### config.mk
export PLATFORM = sky130hd
export DESIGN_NAME = l2_bank_rr_arbiter_flat
export DESIGN_NICKNAME = d
export VERILOG_FILES = /design/src/rtl/l2_arb_pkg.sv /design/src/rtl/l2_bank_rr_arbiter_if.sv /design/src/rtl/rr_lzc_select.sv /design/src/rtl/l2_bank_rr_arbiter.sv /design/src/flat_wrapper.sv
export SDC_FILE = /design/constraint.sdc
export NUM_CORES = 1
export LEC_CHECK = 0
export ABC_AREA = 1
export BUFFER_PORTS_ARGS = -buffer_cell sky130_fd_sc_hd__clkbuf_2
export CAP_MARGIN = 15
export CORE_AREA = 2 2 175 177
export DETAILED_ROUTE_END_ITERATION = 8
export DIE_AREA = 0 0 177 179
export PLACE_DENSITY = 0.48
export SYNTH_ARGS = -nofsm -noshare
export SYNTH_HDL_FRONTEND = slang
export SYNTH_HIERARCHICAL = 1
export SYNTH_SLANG_ARGS = --single-unit
### constraint.sdc
create_clock -name clk_i -period 11.01 [get_ports clk_i]
set_input_delay 0.5505 -clock clk_i [delete_from_list [all_inputs] [get_ports clk_i]]
set_output_delay 0.5505 -clock clk_i [all_outputs]
set_load 0.03 [all_outputs]
### src/rtl/l2_arb_pkg.sv
// ---------------------------------------------------------------------------
// l2_arb_pkg
// Shared types and constants for the L2 bank round-robin arbiter.
//   tcdm_req_t : one requester's payload {add, wen, wdata, be} at the default
//                bank geometry (15-bit word address, 32-bit data).
//   resp_tag_t : one response-pipeline stage {valid, idx}.
//   MAX_MEM_LATENCY : deepest supported SRAM read latency.
//   idx_width() : width of a requester index for a given requester count.
// ---------------------------------------------------------------------------
package l2_arb_pkg;

  localparam int MAX_MEM_LATENCY = 4;

  localparam int TCDM_ADDR_W = 15;
  localparam int TCDM_DATA_W = 32;
  localparam int TCDM_BE_W   = TCDM_DATA_W / 8;

  // Response tags carry a fixed-width index so the type does not depend on
  // the requester count; 8 bits covers any realistic crossbar.
  localparam int TAG_IDX_W = 8;

  typedef struct packed {
    logic [TCDM_ADDR_W-1:0] add;
    logic                   wen;
    logic [TCDM_DATA_W-1:0] wdata;
    logic [TCDM_BE_W-1:0]   be;
  } tcdm_req_t;

  typedef struct packed {
    logic                 valid;
    logic [TAG_IDX_W-1:0] idx;
  } resp_tag_t;

  function automatic int idx_width(input int n);
    return (n > 1) ? $clog2(n) : 1;
  endfunction

endpackage

### src/rtl/l2_bank_rr_arbiter_if.sv
// ---------------------------------------------------------------------------
// l2_bank_rr_arbiter_if
// Requester-side TCDM bundle of the L2 bank arbiter, all requesters flattened.
//   req_i/gnt_o       : per-requester request / grant
//   add_i/wen_i/wdata_i/be_i : per-requester payload (wen: 1 = read, 0 = write)
//   r_valid_o/r_rdata_o      : response valid (per requester) / broadcast data
// Modports: slave = arbiter side, master = requester side.
//
// Handshake: a requester raises req_i with a stable payload; the transfer
// happens in the cycle where req_i and gnt_o are both high. req_i may be
// dropped before a grant with no effect. Responses have no backpressure:
// r_valid_o pulses for exactly one cycle and must be accepted.
// ---------------------------------------------------------------------------
interface l2_bank_rr_arbiter_if #(
  parameter int N_REQ      = 6,
  parameter int ADDR_WIDTH = 15,
  parameter int DATA_WIDTH = 32
);
  logic [N_REQ-1:0]              req_i;
  logic [N_REQ-1:0]              gnt_o;
  logic [N_REQ*ADDR_WIDTH-1:0]   add_i;
  logic [N_REQ-1:0]              wen_i;
  logic [N_REQ*DATA_WIDTH-1:0]   wdata_i;
  logic [N_REQ*DATA_WIDTH/8-1:0] be_i;
  logic [N_REQ-1:0]              r_valid_o;
  logic [DATA_WIDTH-1:0]         r_rdata_o;

  modport slave (
    input  req_i, add_i, wen_i, wdata_i, be_i,
    output gnt_o, r_valid_o, r_rdata_o
  );

  modport master (
    output req_i, add_i, wen_i, wdata_i, be_i,
    input  gnt_o, r_valid_o, r_rdata_o
  );
endinterface

### src/rtl/rr_lzc_select.sv
// ---------------------------------------------------------------------------
// rr_lzc_select
// Rotating priority encoder: finds the first set request searching upward
// from ptr_i and wrapping modulo N_REQ.
//   req_i : request vector
//   ptr_i : highest-priority index this cycle (must be < N_REQ)
//   idx_o : winning index (0 when any_o is low)
//   any_o : at least one request is set
// ---------------------------------------------------------------------------
module rr_lzc_select #(
  parameter int N_REQ = 6,
  parameter int IDX_W = 3
) (
  input  logic [N_REQ-1:0] req_i,
  input  logic [IDX_W-1:0] ptr_i,
  output logic [IDX_W-1:0] idx_o,
  output logic             any_o
);

  // Walk the rotated order from lowest to highest priority so the last hit,
  // i.e. the one closest to ptr_i, is what remains in idx_o.
  always_comb begin
    idx_o = '0;
    any_o = 1'b0;
    for (int k = N_REQ - 1; k >= 0; k--) begin
      if (req_i[(int'(ptr_i) + k) % N_REQ]) begin
        idx_o = IDX_W'((int'(ptr_i) + k) % N_REQ);
        any_o = 1'b1;
      end
    end
  end

endmodule

### src/rtl/l2_bank_rr_arbiter.sv
// ---------------------------------------------------------------------------
// l2_bank_rr_arbiter
// Shares one L2 SRAM bank between N_REQ TCDM requesters (AXI-bridge ports and
// uDMA channels). At most one access per cycle, round-robin priority, fixed
// latency responses tagged with the winner index.
//
// Ports:
//   clk_i, rst_i   : clock, asynchronous active-high reset
//   tcdm           : requester bundle (slave modport)
//   mem_csn_o      : SRAM chip select, active-low
//   mem_wen_o      : SRAM write enable, active-low (same sense as wen_i)
//   mem_add_o, mem_wdata_o, mem_be_o : SRAM address / write data / byte enables
//   mem_rdata_i    : SRAM read data, valid MEM_LATENCY cycles after access
// Optional (macro L2_ARB_PERF_CNT_EN):
//   perf_cnt_o     : {conflict counter, grant counter N_REQ-1, ..., 0}, 32b each
//   perf_clr_i     : synchronous clear of all counters
// ---------------------------------------------------------------------------
module l2_bank_rr_arbiter
  import l2_arb_pkg::*;
#(
  parameter int N_REQ       = 6,
  parameter int ADDR_WIDTH  = 15,
  parameter int DATA_WIDTH  = 32,
  parameter int MEM_LATENCY = 1
) (
  input  logic                    clk_i,
  input  logic                    rst_i,
  l2_bank_rr_arbiter_if.slave     tcdm,
  output logic                    mem_csn_o,
  output logic                    mem_wen_o,
  output logic [ADDR_WIDTH-1:0]   mem_add_o,
  output logic [DATA_WIDTH-1:0]   mem_wdata_o,
  output logic [DATA_WIDTH/8-1:0] mem_be_o,
  input  logic [DATA_WIDTH-1:0]   mem_rdata_i
`ifdef L2_ARB_PERF_CNT_EN
  ,
  output logic [(N_REQ+1)*32-1:0] perf_cnt_o,
  input  logic                    perf_clr_i
`endif
);

  localparam int IDX_W = idx_width(N_REQ);
  localparam int BE_W  = DATA_WIDTH / 8;
  // Out-of-range latencies are clamped to the supported 1..MAX_MEM_LATENCY.
  localparam int LAT   = (MEM_LATENCY < 1) ? 1 :
                         (MEM_LATENCY > MAX_MEM_LATENCY) ? MAX_MEM_LATENCY : MEM_LATENCY;

  logic [IDX_W-1:0] rr_ptr_q, rr_ptr_d;
  logic [IDX_W-1:0] winner;
  logic             any_req;
  logic             grant_en;
  logic [N_REQ-1:0] gnt;
  resp_tag_t        pipe_q [LAT];

  rr_lzc_select #(
    .N_REQ (N_REQ),
    .IDX_W (IDX_W)
  ) u_rr_lzc_select (
    .req_i (tcdm.req_i),
    .ptr_i (rr_ptr_q),
    .idx_o (winner),
    .any_o (any_req)
  );

  // Grants are suppressed while reset is held so nothing reaches the SRAM.
  assign grant_en = any_req & ~rst_i;

  always_comb begin
    gnt = '0;
    if (grant_en) gnt[winner] = 1'b1;
  end
  assign tcdm.gnt_o = gnt;

  // Winner payload to the bank; idle cycles drive zeros with csn high.
  always_comb begin
    mem_csn_o   = 1'b1;
    mem_wen_o   = 1'b0;
    mem_add_o   = '0;
    mem_wdata_o = '0;
    mem_be_o    = '0;
    if (grant_en) begin
      mem_csn_o   = 1'b0;
      mem_wen_o   = tcdm.wen_i[winner];
      mem_add_o   = tcdm.add_i[int'(winner)*ADDR_WIDTH +: ADDR_WIDTH];
      mem_wdata_o = tcdm.wdata_i[int'(winner)*DATA_WIDTH +: DATA_WIDTH];
      mem_be_o    = tcdm.be_i[int'(winner)*BE_W +: BE_W];
    end
  end

  // Priority moves to the requester just after the one served.
  always_comb begin
    rr_ptr_d = rr_ptr_q;
    if (grant_en) begin
      if (int'(winner) == N_REQ - 1) rr_ptr_d = '0;
      else                           rr_ptr_d = winner + 1'b1;
    end
  end

  always_ff @(posedge clk_i or posedge rst_i) begin
    if (rst_i) rr_ptr_q <= '0;
    else       rr_ptr_q <= rr_ptr_d;
  end

  // Response tag pipeline: every grant (read or write) produces one response
  // exactly LAT cycles later, lining up with mem_rdata_i.
  always_ff @(posedge clk_i or posedge rst_i) begin
    if (rst_i) begin
      for (int i = 0; i < LAT; i++) pipe_q[i] <= '0;
    end else begin
      pipe_q[0].valid <= grant_en;
      pipe_q[0].idx   <= grant_en ? TAG_IDX_W'(winner) : '0;
      for (int i = 1; i < LAT; i++) pipe_q[i] <= pipe_q[i-1];
    end
  end

  always_comb begin
    tcdm.r_valid_o = '0;
    for (int i = 0; i < N_REQ; i++) begin
      tcdm.r_valid_o[i] = pipe_q[LAT-1].valid && (pipe_q[LAT-1].idx == TAG_IDX_W'(i));
    end
  end
  assign tcdm.r_rdata_o = mem_rdata_i;

`ifdef L2_ARB_PERF_CNT_EN
  // Words 0..N_REQ-1 count grants per requester; word N_REQ counts cycles
  // with more than one request pending. All saturate at all-ones.
  logic [31:0] cnt_q [N_REQ+1];
  logic        multi_req;

  assign multi_req = ($countones(tcdm.req_i) > 1);

  always_ff @(posedge clk_i or posedge rst_i) begin
    if (rst_i) begin
      for (int i = 0; i <= N_REQ; i++) cnt_q[i] <= '0;
    end else if (perf_clr_i) begin
      for (int i = 0; i <= N_REQ; i++) cnt_q[i] <= '0;
    end else begin
      for (int i = 0; i < N_REQ; i++) begin
        if (gnt[i] && (cnt_q[i] != '1)) cnt_q[i] <= cnt_q[i] + 32'd1;
      end
      if (multi_req && (cnt_q[N_REQ] != '1)) cnt_q[N_REQ] <= cnt_q[N_REQ] + 32'd1;
    end
  end

  always_comb begin
    perf_cnt_o = '0;
    for (int i = 0; i <= N_REQ; i++) perf_cnt_o[i*32 +: 32] = cnt_q[i];
  end
`endif

endmodule

### src/flat_wrapper.sv
// flat-port wrapper written by rule: the top's interface ports become plain ports
module l2_bank_rr_arbiter_flat import l2_arb_pkg::*;
#(
  parameter int N_REQ       = 6,
  parameter int ADDR_WIDTH  = 15,
  parameter int DATA_WIDTH  = 32,
  parameter int MEM_LATENCY = 1
)
  (clk_i, rst_i, mem_csn_o, mem_wen_o, mem_add_o, mem_wdata_o, mem_be_o, mem_rdata_i, tcdm_req_i, tcdm_add_i, tcdm_wen_i, tcdm_wdata_i, tcdm_be_i, tcdm_gnt_o, tcdm_r_valid_o, tcdm_r_rdata_o);
  l2_bank_rr_arbiter_if #(.N_REQ(N_REQ), .ADDR_WIDTH(ADDR_WIDTH), .DATA_WIDTH(DATA_WIDTH)) tcdm_i ();
  input  logic clk_i;
  input  logic rst_i;
  output logic mem_csn_o;
  output logic mem_wen_o;
  output logic [ADDR_WIDTH-1:0] mem_add_o;
  output logic [DATA_WIDTH-1:0] mem_wdata_o;
  output logic [DATA_WIDTH/8-1:0] mem_be_o;
  input  logic [DATA_WIDTH-1:0] mem_rdata_i;
  input wire logic [$bits(tcdm_i.req_i)-1:0] tcdm_req_i;
  input wire logic [$bits(tcdm_i.add_i)-1:0] tcdm_add_i;
  input wire logic [$bits(tcdm_i.wen_i)-1:0] tcdm_wen_i;
  input wire logic [$bits(tcdm_i.wdata_i)-1:0] tcdm_wdata_i;
  input wire logic [$bits(tcdm_i.be_i)-1:0] tcdm_be_i;
  output wire logic [$bits(tcdm_i.gnt_o)-1:0] tcdm_gnt_o;
  output wire logic [$bits(tcdm_i.r_valid_o)-1:0] tcdm_r_valid_o;
  output wire logic [$bits(tcdm_i.r_rdata_o)-1:0] tcdm_r_rdata_o;
  assign tcdm_i.req_i = tcdm_req_i;
  assign tcdm_i.add_i = tcdm_add_i;
  assign tcdm_i.wen_i = tcdm_wen_i;
  assign tcdm_i.wdata_i = tcdm_wdata_i;
  assign tcdm_i.be_i = tcdm_be_i;
  assign tcdm_gnt_o = tcdm_i.gnt_o;
  assign tcdm_r_valid_o = tcdm_i.r_valid_o;
  assign tcdm_r_rdata_o = tcdm_i.r_rdata_o;
  l2_bank_rr_arbiter #(.N_REQ(N_REQ), .ADDR_WIDTH(ADDR_WIDTH), .DATA_WIDTH(DATA_WIDTH), .MEM_LATENCY(MEM_LATENCY)) u_core (.clk_i(clk_i), .rst_i(rst_i), .tcdm(tcdm_i), .mem_csn_o(mem_csn_o), .mem_wen_o(mem_wen_o), .mem_add_o(mem_add_o), .mem_wdata_o(mem_wdata_o), .mem_be_o(mem_be_o), .mem_rdata_i(mem_rdata_i));
endmodule
=== Word-level counts from Yosys, hierarchy flattened ===
Index checks and enable logic that the tools add are counted.

* $mul: 1
* Eq/ne operators: 6
* Bitwise gates (word level): 2
* Shift-type cells: 3
* Magnitude comparators: 8
* Reduce and logical (&&, ||, !) cells: 8
* Div/mod/pow operators: 6
* Muxes and demuxes: 42
* Add/sub/neg operators: 6

{| class="wikitable"
|+ Operator list
! cell !! count
|-
| 32-bit by 5-bit less-than comparator with 1-bit output (second input constant) || 6
|-
| 192-bit by 9-bit variable part select with 32-bit output || 1
|-
| 32-bit by 4-bit remainder unit with 32-bit output (second input constant) || 5
|-
| 90-bit by 32-bit variable part select with 15-bit output || 1
|-
| 4-bit by 4-bit remainder unit with 32-bit output (second input constant) || 1
|-
| 32-bit two-way mux || 1
|-
| 3-bit two-way mux || 8
|-
| 24-bit by 6-bit variable part select with 4-bit output || 1
|-
| 1-bit two-way mux || 22
|-
| 1-bit binary-select mux with 3-bit select || 7
|-
| 8-bit by 2-bit == test with 1-bit output (second input constant) || 2
|-
| 8-bit by 3-bit == test with 1-bit output (second input constant) || 2
|-
| 15-bit two-way mux || 1
|-
| 3-bit by 2-bit adder with 4-bit output (second input constant) || 2
|-
| 3-bit by 3-bit adder with 4-bit output (second input constant) || 2
|-
| 8-bit by 1-bit == test with 1-bit output (second input constant) || 1
|-
| 8-bit logical NOT || 1
|-
| 1-bit logical AND || 7
|-
| 3-bit by 4-bit multiplier with 7-bit output (second input constant) || 1
|-
| 6-bit two-way mux || 1
|-
| 3-bit by 1-bit adder with 4-bit output (second input constant) || 1
|-
| 3-bit by 4-bit less-than comparator with 1-bit output (second input constant) || 1
|-
| 4-bit two-way mux || 1
|-
| 3-bit by 1-bit adder with 3-bit output (second input constant) || 1
|-
| other kinds (5) || 5
|}

* Register bits after elaboration: 12
* Output and inout port bits: 97
* Input bits: 352
* Word-level logic and storage cells: 85

=== Longest topological paths before layout ===
Gate-level depths: netlist of run 1.

* Word-level depth: 16
* Mapped depth: 32
* Depth with buffers taken out: 29

=== Modules after synthesis ===
Netlist of run 1, hierarchy kept.

{| class="wikitable"
|+ Modules (own cells, without submodules)
! module !! instances !! cells each !! sequential area each (µm²) !! area each (µm²)
|-
| l2_bank_rr_arbiter || 1 || 1,074 || 175.2 || 4,630.7
|-
| rr_lzc_select || 1 || 199 || 0.0 || 1,128.6
|}

=== Worst setup path after synthesis of run 1 ===
OpenSTA, ideal clock, no wires.

* Path type: reg2out
* Start: register u_core.rr_ptr_q[1]
* End: output port tcdm_gnt_o[0]
* Arrival time: 3.812 ns
* Path slack: 6.647 ns
* Path buffers: 3
* Stages on the path, launching flop included: 24
* Required time: 10.460 ns
* Path through: dfrtp_1 inv_1 ha_1 a21oi_4 inv_1 ha_1 inv_1 nand2_1 o21ai_2 nand2_2 nand2_2 nand3_1 nand3_2 nand2_2 o21ai_0 nand2_1 nand3_1 nand2_1 buf_2 buf_2 buf_2 nor2_1 inv_1 nor3_1

* Longest elaborated chain between the ends: 16
* Elaborated cells between the ends (all ways): 48
* Classes of those cells: add/sub: 5; div: 6; order compare: 2; mux: 33; bitwise: 1; reduce/logical: 1

{| class="wikitable"
|+ RTL lines
! what !! RTL line !! source
|-
| from (decl) || l2_bank_rr_arbiter.sv:48 || <nowiki>logic [IDX_W-1:0] rr_ptr_q, rr_ptr_d;</nowiki>
|-
| from (signal assigned) || l2_bank_rr_arbiter.sv:101 || <nowiki>else rr_ptr_q <= rr_ptr_d;</nowiki>
|-
| 3-bit by 3-bit adder with 4-bit output || rr_lzc_select.sv:26, rr_lzc_select.sv:27 ||
|-
| 32-bit by 4-bit remainder unit with 32-bit output || rr_lzc_select.sv:26, rr_lzc_select.sv:27 ||
|-
| 1-bit binary-select mux with 3-bit select || rr_lzc_select.sv:26 || <nowiki>if (req_i[(int'(ptr_i) + k) % N_REQ]) begin</nowiki>
|-
| 1-bit two-way mux (not written as such) (2 in a row) || rr_lzc_select.sv:26 ||
|-
| 3-bit two-way mux (5 in a row) || rr_lzc_select.sv:26 ||
|-
| 3-bit two-way mux * || rr_lzc_select.sv:26 ||
|-
| via u_core.winner[0] || l2_bank_rr_arbiter.sv:49 || <nowiki>logic [IDX_W-1:0] winner;</nowiki>
|-
| 3-bit by 4-bit less-than comparator with 1-bit output (not written as such) / 3-bit by 1-bit >= comparator with 1-bit output (equally long branches) || l2_bank_rr_arbiter.sv:70 || <nowiki>if (grant_en) gnt[winner] = 1'b1;</nowiki>
|-
| 1-bit logical AND (not written as such) || l2_bank_rr_arbiter.sv:70 ||
|-
| 1-bit two-way mux (not written as such) || l2_bank_rr_arbiter.sv:70 ||
|-
| 1-bit demux with 3-bit select * || - ||
|-
| 6-bit two-way mux * || l2_bank_rr_arbiter.sv:70 ||
|-
| to (decl) || flat_wrapper.sv:24 || <nowiki>output wire logic [$bits(tcdm_i.gnt_o)-1:0] tcdm_gnt_o;</nowiki>
|}

The timed path passes the listed nets; every way through them passes the cells marked *. The select of a mux whose other input is x is not followed.

=== Worst setup path after layout of run 1 ===
* Start: register u_core.rr_ptr_q[0]
* End: output port mem_wdata_o[30]

* Longest elaborated chain between the ends: 13
* Elaborated cells between the ends (all ways): 44
* Classes of those cells: add/sub: 5; div: 6; shift: 1; mux: 31; bitwise: 1

{| class="wikitable"
|+ RTL lines
! what !! RTL line !! source
|-
| 3-bit by 3-bit adder with 4-bit output || rr_lzc_select.sv:26, rr_lzc_select.sv:27 ||
|-
| 32-bit by 4-bit remainder unit with 32-bit output || rr_lzc_select.sv:26, rr_lzc_select.sv:27 ||
|-
| 1-bit binary-select mux with 3-bit select || rr_lzc_select.sv:26 ||
|-
| 1-bit two-way mux (not written as such) (2 in a row) || rr_lzc_select.sv:26 ||
|-
| 3-bit two-way mux (5 in a row) || rr_lzc_select.sv:26 ||
|-
| 3-bit two-way mux * || rr_lzc_select.sv:26 ||
|-
| via u_core.winner[0] || l2_bank_rr_arbiter.sv:49 ||
|-
| 192-bit by 9-bit variable part select with 32-bit output * || l2_bank_rr_arbiter.sv:85 || <nowiki>mem_wdata_o = tcdm.wdata_i[int'(winner)*DATA_WIDTH +: DATA_WIDTH];</nowiki>
|-
| 32-bit two-way mux * || l2_bank_rr_arbiter.sv:81 || <nowiki>if (grant_en) begin</nowiki>
|-
| to (decl) || flat_wrapper.sv:16 || <nowiki>output logic [DATA_WIDTH-1:0] mem_wdata_o;</nowiki>
|}

Marked as above.

==> qor.yml, run 1 <==
fp-row-count: 64
vias: 8023
final_hold_viol_count: 0
syn_area_um2: 5760
cp.arrival_ns: 6.17
startpoint: "u_core/rr_ptr_q[0]"
cts_made_buffers: 3
cts_max_level: 1
status: "completed"
areaGrowthSynthToFinish_pct: 35.0
maxCapViolCount: 0
yosys.cell_types.count: 30
cts-root-buf: "clkbuf_16"
fin_nets: 1942
first_pass_iters: 5
core_um2: 30000
avgViaCountPerCell: 4.07
synthDominantCellAreaShare_pct: 29.4
detail_route.iter0.violations: 456
io_buffers: 384
critPathSlowestCell: "buf_4"
synthTopCellsByArea: "nand2_1 29%, inv_1 26%, nand3_1 20%"
yosys-top-cells-count: "451 x nand2_1, 396 x inv_1, 232 x nand3_1"
grt_pass1_vias: 7325
fin_setup_tns_ns: 0
routed_wl_mm: 25.3
start_util_pct: 19.2
fp.dieH_um: 179
max_slew_margin_pct: 24.3
period_share_pct: 61.0
synthFlopType: "dfrtp_1"
worstMarginPinSlew_ns: 1.14
endpoint_kind: "output port"
synth_cells: 1273
setup_viol: 0
synth-seq-cells: 7
grt_pass1_wl_mm: 37.4
clk_latency_ns: 0.23
clk_pin_slew_ns: 0.03
slowest_delay_ns: 0.89
max_clock_freq_ghz: 0.149
drc_errors: 0
synth.most_common_cell: "nand2_1"
drive_gt1_share_pct: 27.2
die_area_um2: 31700
cpMostUsedCell: "nand2_1"
grt_overflow: 0
r2r-start: "u_core/rr_ptr_q[0]"
crit_path_start_kind: "register"
fin_crit_ns: 6.72
crit_type: "reg -> out"
fin_worst_skew_ns: 0.000735
die_x_um: 177
rsz0062_at_grt: "no"
ys_seq_area_share_pct: 3.04
ant_nets: 0
clock_path_buffers: 2
antennaDiodeCount: 0
hold_path_class: "in -> async"
num_io_pins: 449
postCtsSetupRepairBufs: 0
yosysTopAreaCell: "nand2_1"
dp_hpwl_mm: 19.8
gp_congestion: 0.890
clock_sinks: 7
yosysWarningCount: 6
hold_buffers: 0
antenna_found_initial: 0
grt_max_degree: 109
slew_violations: 0
syn-mean-instance-area_um2: 4.52
cts-resized-gates: 0
wl_per_cell_um: 12.8
syn_nets: 1639
track_usage_pct: 14.7
cts_tree: "built"
crit_fanout: 108
synth-async-reset-ratio_pct: 100
synth_edf_count: 0
worstPathRequired_ns: 10.46
==> flip-flops by register name (all words and copies together), names as in the netlist <==
name	count
u_core/pipe_q	4
u_core/rr_ptr_q	3
==> layout make-up <==
class,instances,area [um2]
clock buffers,4,78.8
fillers,3618,22300
inverters,405,1530
multi-input cells,769,3530
flip-flops and latches,7,175
well taps,396,495
repair buffers,390,1970
==> cell families after synthesis <==
group	synth area share (%)
adders and majority gates	3.04
DFF	3.04
and+or+nand+nor	54.4
buffers and inverters	36.0
xor gates and xnor gates	0.782
AOI/OAI and AO/OA	2.74
==> per-layer routing <==
metal	global-route usage, %	vias up	part of all wire [%]
met5	0	-	0
met4	2.86	0	1.2
met3	1.68	22	7.3
met2	25.3	315	48
met1	19.7	3472	44
li1	-	4214	-
==> critical path: cells and delay by family (launching register included) <==
| family | cells | cell delay (ns) |
|---|---|---|
| buffers and inverters | 6 | 2.12 |
| flip-flops | 1 | 0.82 |
| adder cells (fa/ha/maj) | 2 | 0.64 |
| AO/OA/AOI/OAI | 2 | 0.35 |
| XOR/XNOR | 1 | 0.17 |
| AND/OR/NAND/NOR | 14 | 1.68 |
==> through the flow <==
stage / hold WS, ns / setup WS [ns] / area, um2 / instances / util, %
floorplan: 0.362 / 6.65 / 5760 / 1273 / -
global placement: 0.484 / 4.55 / 7690 / 1967 / 25.6
detailed placement: 0.496 / 4.50 / 7690 / 1967 / 25.6
CTS: 0.256 / 4.26 / 7770 / 1971 / 25.9
global route: 0.275 / 3.68 / 7770 / 1971 / 25.9
finish: 0.241 / 4.29 / 7770 / 1971 / 25.9
==> placed cells by master, fill, tap and decap left out, types with 2 or more instances in the layout <==
cell         n
clkbuf_2   384
clkbuf_16    3
nand4_1      6
buf_4        6
nand2_1    450
nor3_1       6
o21ai_0      4
o21ai_1      4
inv_1      396
nand2_2      8
xor2_1       2
nand3_1    232
nand2_4      3
inv_4        2
ha_1        14
a21oi_1      5
nor2_4       4
nor2_1      19
a21oi_4      2
inv_2        7
o21ai_2      3
nand3_2      3
dfrtp_1      7
==> worst paths after layout <==
check	end	slack, ns	cells after the start
worst max-delay path	mem_wdata_o[30]	4.29	25
worst min-delay path	u_core/pipe_q[8]	0.24	2
worst max register to register	u_core/rr_ptr_q[2]	6.12	21
worst min register to register	u_core/rr_ptr_q[1]	0.79	2
max in group asynchronous	u_core/rr_ptr_q[1]	10.54	2
min in group clk_i	u_core/rr_ptr_q[1]	0.79	2
Power of run 1 is left out: the tool's default activity adds up to more than one toggle a clock period on the data nets, which glitch-free logic cannot reach.
==> inputs of run 2 (changes only) <==
- clock period: 11.01 -> 6.8 ns (I/O delays scaled with it)
==> run 2 against run 1 <==
Worst hold slack got worse by 0.21 ns. Clock-buffer cell count unchanged. Die area is the same. Register-to-register slack got worse by 3.7 ns. Sequential cell count stayed put. Routed wire length up 0.85%. Global-route usage rose by 0.48 points. Critical path depth rose by 2. Clock skew grew 0.0016 ns. Largest cell class unchanged. Highest routed layer unchanged.
==> qor.yml, run 2 (same netlist as run 1, synthesis figures left out) <==
final_common_cell: "nand2_1"  # unchanged
cp.arrival_ns: 5.01  # was 6.17 ns
cts-resized-gates: 0  # unchanged
io_buffers: 384  # unchanged
antenna_found_initial: 1  # was 0
grt_pass1_vias: 7554  # was 7325
fin_setup_tns_ns: 0  # unchanged
fp.dieH_um: 179  # unchanged
reg.largest.list: "u_core/pipe_q (4), u_core/rr_ptr_q (3)"  # unchanged
start_util_pct: 19.2  # unchanged
crit_path_start_kind: "register"  # unchanged
worstPathRequired_ns: 6.46  # was 10.46 ns
areaGrowthSynthToFinish_pct: 36.4  # was 35.0%
fp-row-count: 64  # unchanged
clock_sinks: 7  # unchanged
largest_reg_flops: 4  # unchanged
drive_gt1_share_pct: 27.5  # was 27.2%
grt_max_degree: 158  # was 109
fin_worst_skew_ns: 0.00231  # was 0.000735 ns
worstMarginPinSlew_ns: 0.990  # was 1.14 ns
clock_path_buffers: 2  # unchanged
rsz0062_at_grt: "no"  # unchanged
detail_route.iter0.violations: 450  # was 456
largest-register: "u_core/pipe_q"  # unchanged
dp.cells: 1974  # was 1967
avgViaCountPerCell: 4.16  # was 4.07
ant_nets: 0  # unchanged
period_share_pct: 78.7
status: "completed"  # unchanged
wl_per_cell_um: 12.9  # was 12.8 um
drc_errors: 0  # unchanged
track_usage_pct: 15.2  # was 14.7%
die_x_um: 177  # unchanged
first_pass_iters: 5  # unchanged
max_slew_margin_pct: 33.9  # was 24.3%
postCtsSetupRepairBufs: 0  # unchanged
num_io_pins: 449  # unchanged
final_hold_viol_count: 0  # unchanged
vias: 8233  # was 8023
slew_violations: 0  # unchanged
final_cell_mix: "450 x nand2_1, 396 x inv_1, 384 x clkbuf_2"  # unchanged
clk_pin_slew_ns: 0.04  # was 0.03 ns
cts_made_buffers: 3  # unchanged
routed_wl_mm: 25.5  # was 25.3 mm
max_clock_freq_ghz: 0.187
cts-root-buf: "clkbuf_16"  # unchanged
final_cell_count_no_fill: 1979  # was 1971
grt_overflow: 0  # unchanged
core_um2: 30000  # unchanged
hold_path_class: "in -> async"  # unchanged
crit_fanout: 21  # was 108
cts_tree: "built"  # unchanged
dp_hpwl_mm: 20.7  # was 19.8 mm
grt_pass1_wl_mm: 38.7  # was 37.4 mm
cts_max_level: 1  # unchanged
crit_type: "reg -> out"  # unchanged
fin_nets: 1949  # was 1942
maxCapViolCount: 0  # unchanged
hold_buffers: 0  # unchanged
setup_viol: 0  # unchanged
fin_crit_ns: 5.35
clk_latency_ns: 0.23  # about the same
endpoint_kind: "output port"  # unchanged
gp_congestion: 0.881  # was 0.890
die_area_um2: 31700  # unchanged
run 2: cell count changes in the layout (fill, tap and decap cells not counted), sizes merged:
cell,delta
diode,+1
buf,+7
run 2: path summary, 6_finish.rpt:
kind / startpoint / end / slack (ns) / cells past startpoint
max: u_core/rr_ptr_q[0] / mem_wdata_o[13] / 1.45 / 27
min: rst_i / u_core/rr_ptr_q[2] / 0.03 / 2
max reg2reg: u_core/rr_ptr_q[0] / u_core/rr_ptr_q[1] / 2.40 / 24
min reg2reg: u_core/rr_ptr_q[1] / u_core/rr_ptr_q[1] / 0.79 / 2
max in group asynchronous: rst_i / u_core/pipe_q[0] / 6.54 / 2
min in group clk_i: mem_rdata_i[1] / tcdm_r_rdata_o[1] / 0.68 / 0
run 2: through the flow:
step	cell area, um2	utilization [%]	worst slack, ns	hold WS (ns)
floorplan	5760	-	2.65	0.151
global placement	7770	25.9	1.73	0.292
detailed placement	7770	25.9	1.65	0.288
CTS	7850	26.1	1.41	0.0434
global route	7850	26.1	0.927	0.0583
finish	7850	26.2	1.45	0.0297
run 2: critical path, cell delays in order, from the launching register on:
cell	delay, ns
dfrtp_1	0.82
inv_1	0.18
ha_1	0.35
xnor2_4	0.18
ha_1	0.30
inv_1	0.06
nand2_1	0.05
o21ai_2	0.20
nand2_2	0.09
nand2_2	0.09
nand3_1	0.10
nand3_2	0.10
nand2_1	0.06
nand2_1	0.05
nand2_1	0.05
nand2_1	0.05
nand2_1	0.04
nand2_1	0.05
nand2_1	0.05
nand2_1	0.25
inv_2	0.10
nor2_4	0.43
buf_4	0.38
nand3_1	0.24
nand3_1	0.14
nand2_1	0.05
inv_1	0.08
clkbuf_2	0.19
run 2: cell type report:
cell class | count | area, um2
multi-input combinational | 769 | 3530
timing repair buffer | 397 | 2040
tap | 396 | 495
fill | 3643 | 22200
sequential | 7 | 175
antenna | 1 | 2.50
inverter | 405 | 1530
clock buffer | 4 | 78.8
run 2: routing by layer:
metal  share of wire [%]  routed length (um)  track usage (%)
met4                 1.1                 284             2.58
met1                  43               11000             20.1
met3                 7.9                2020             2.44
met2                  48               12200             26.1
met5                   0                   0                0
Power of run 2 is left out for the same reason.
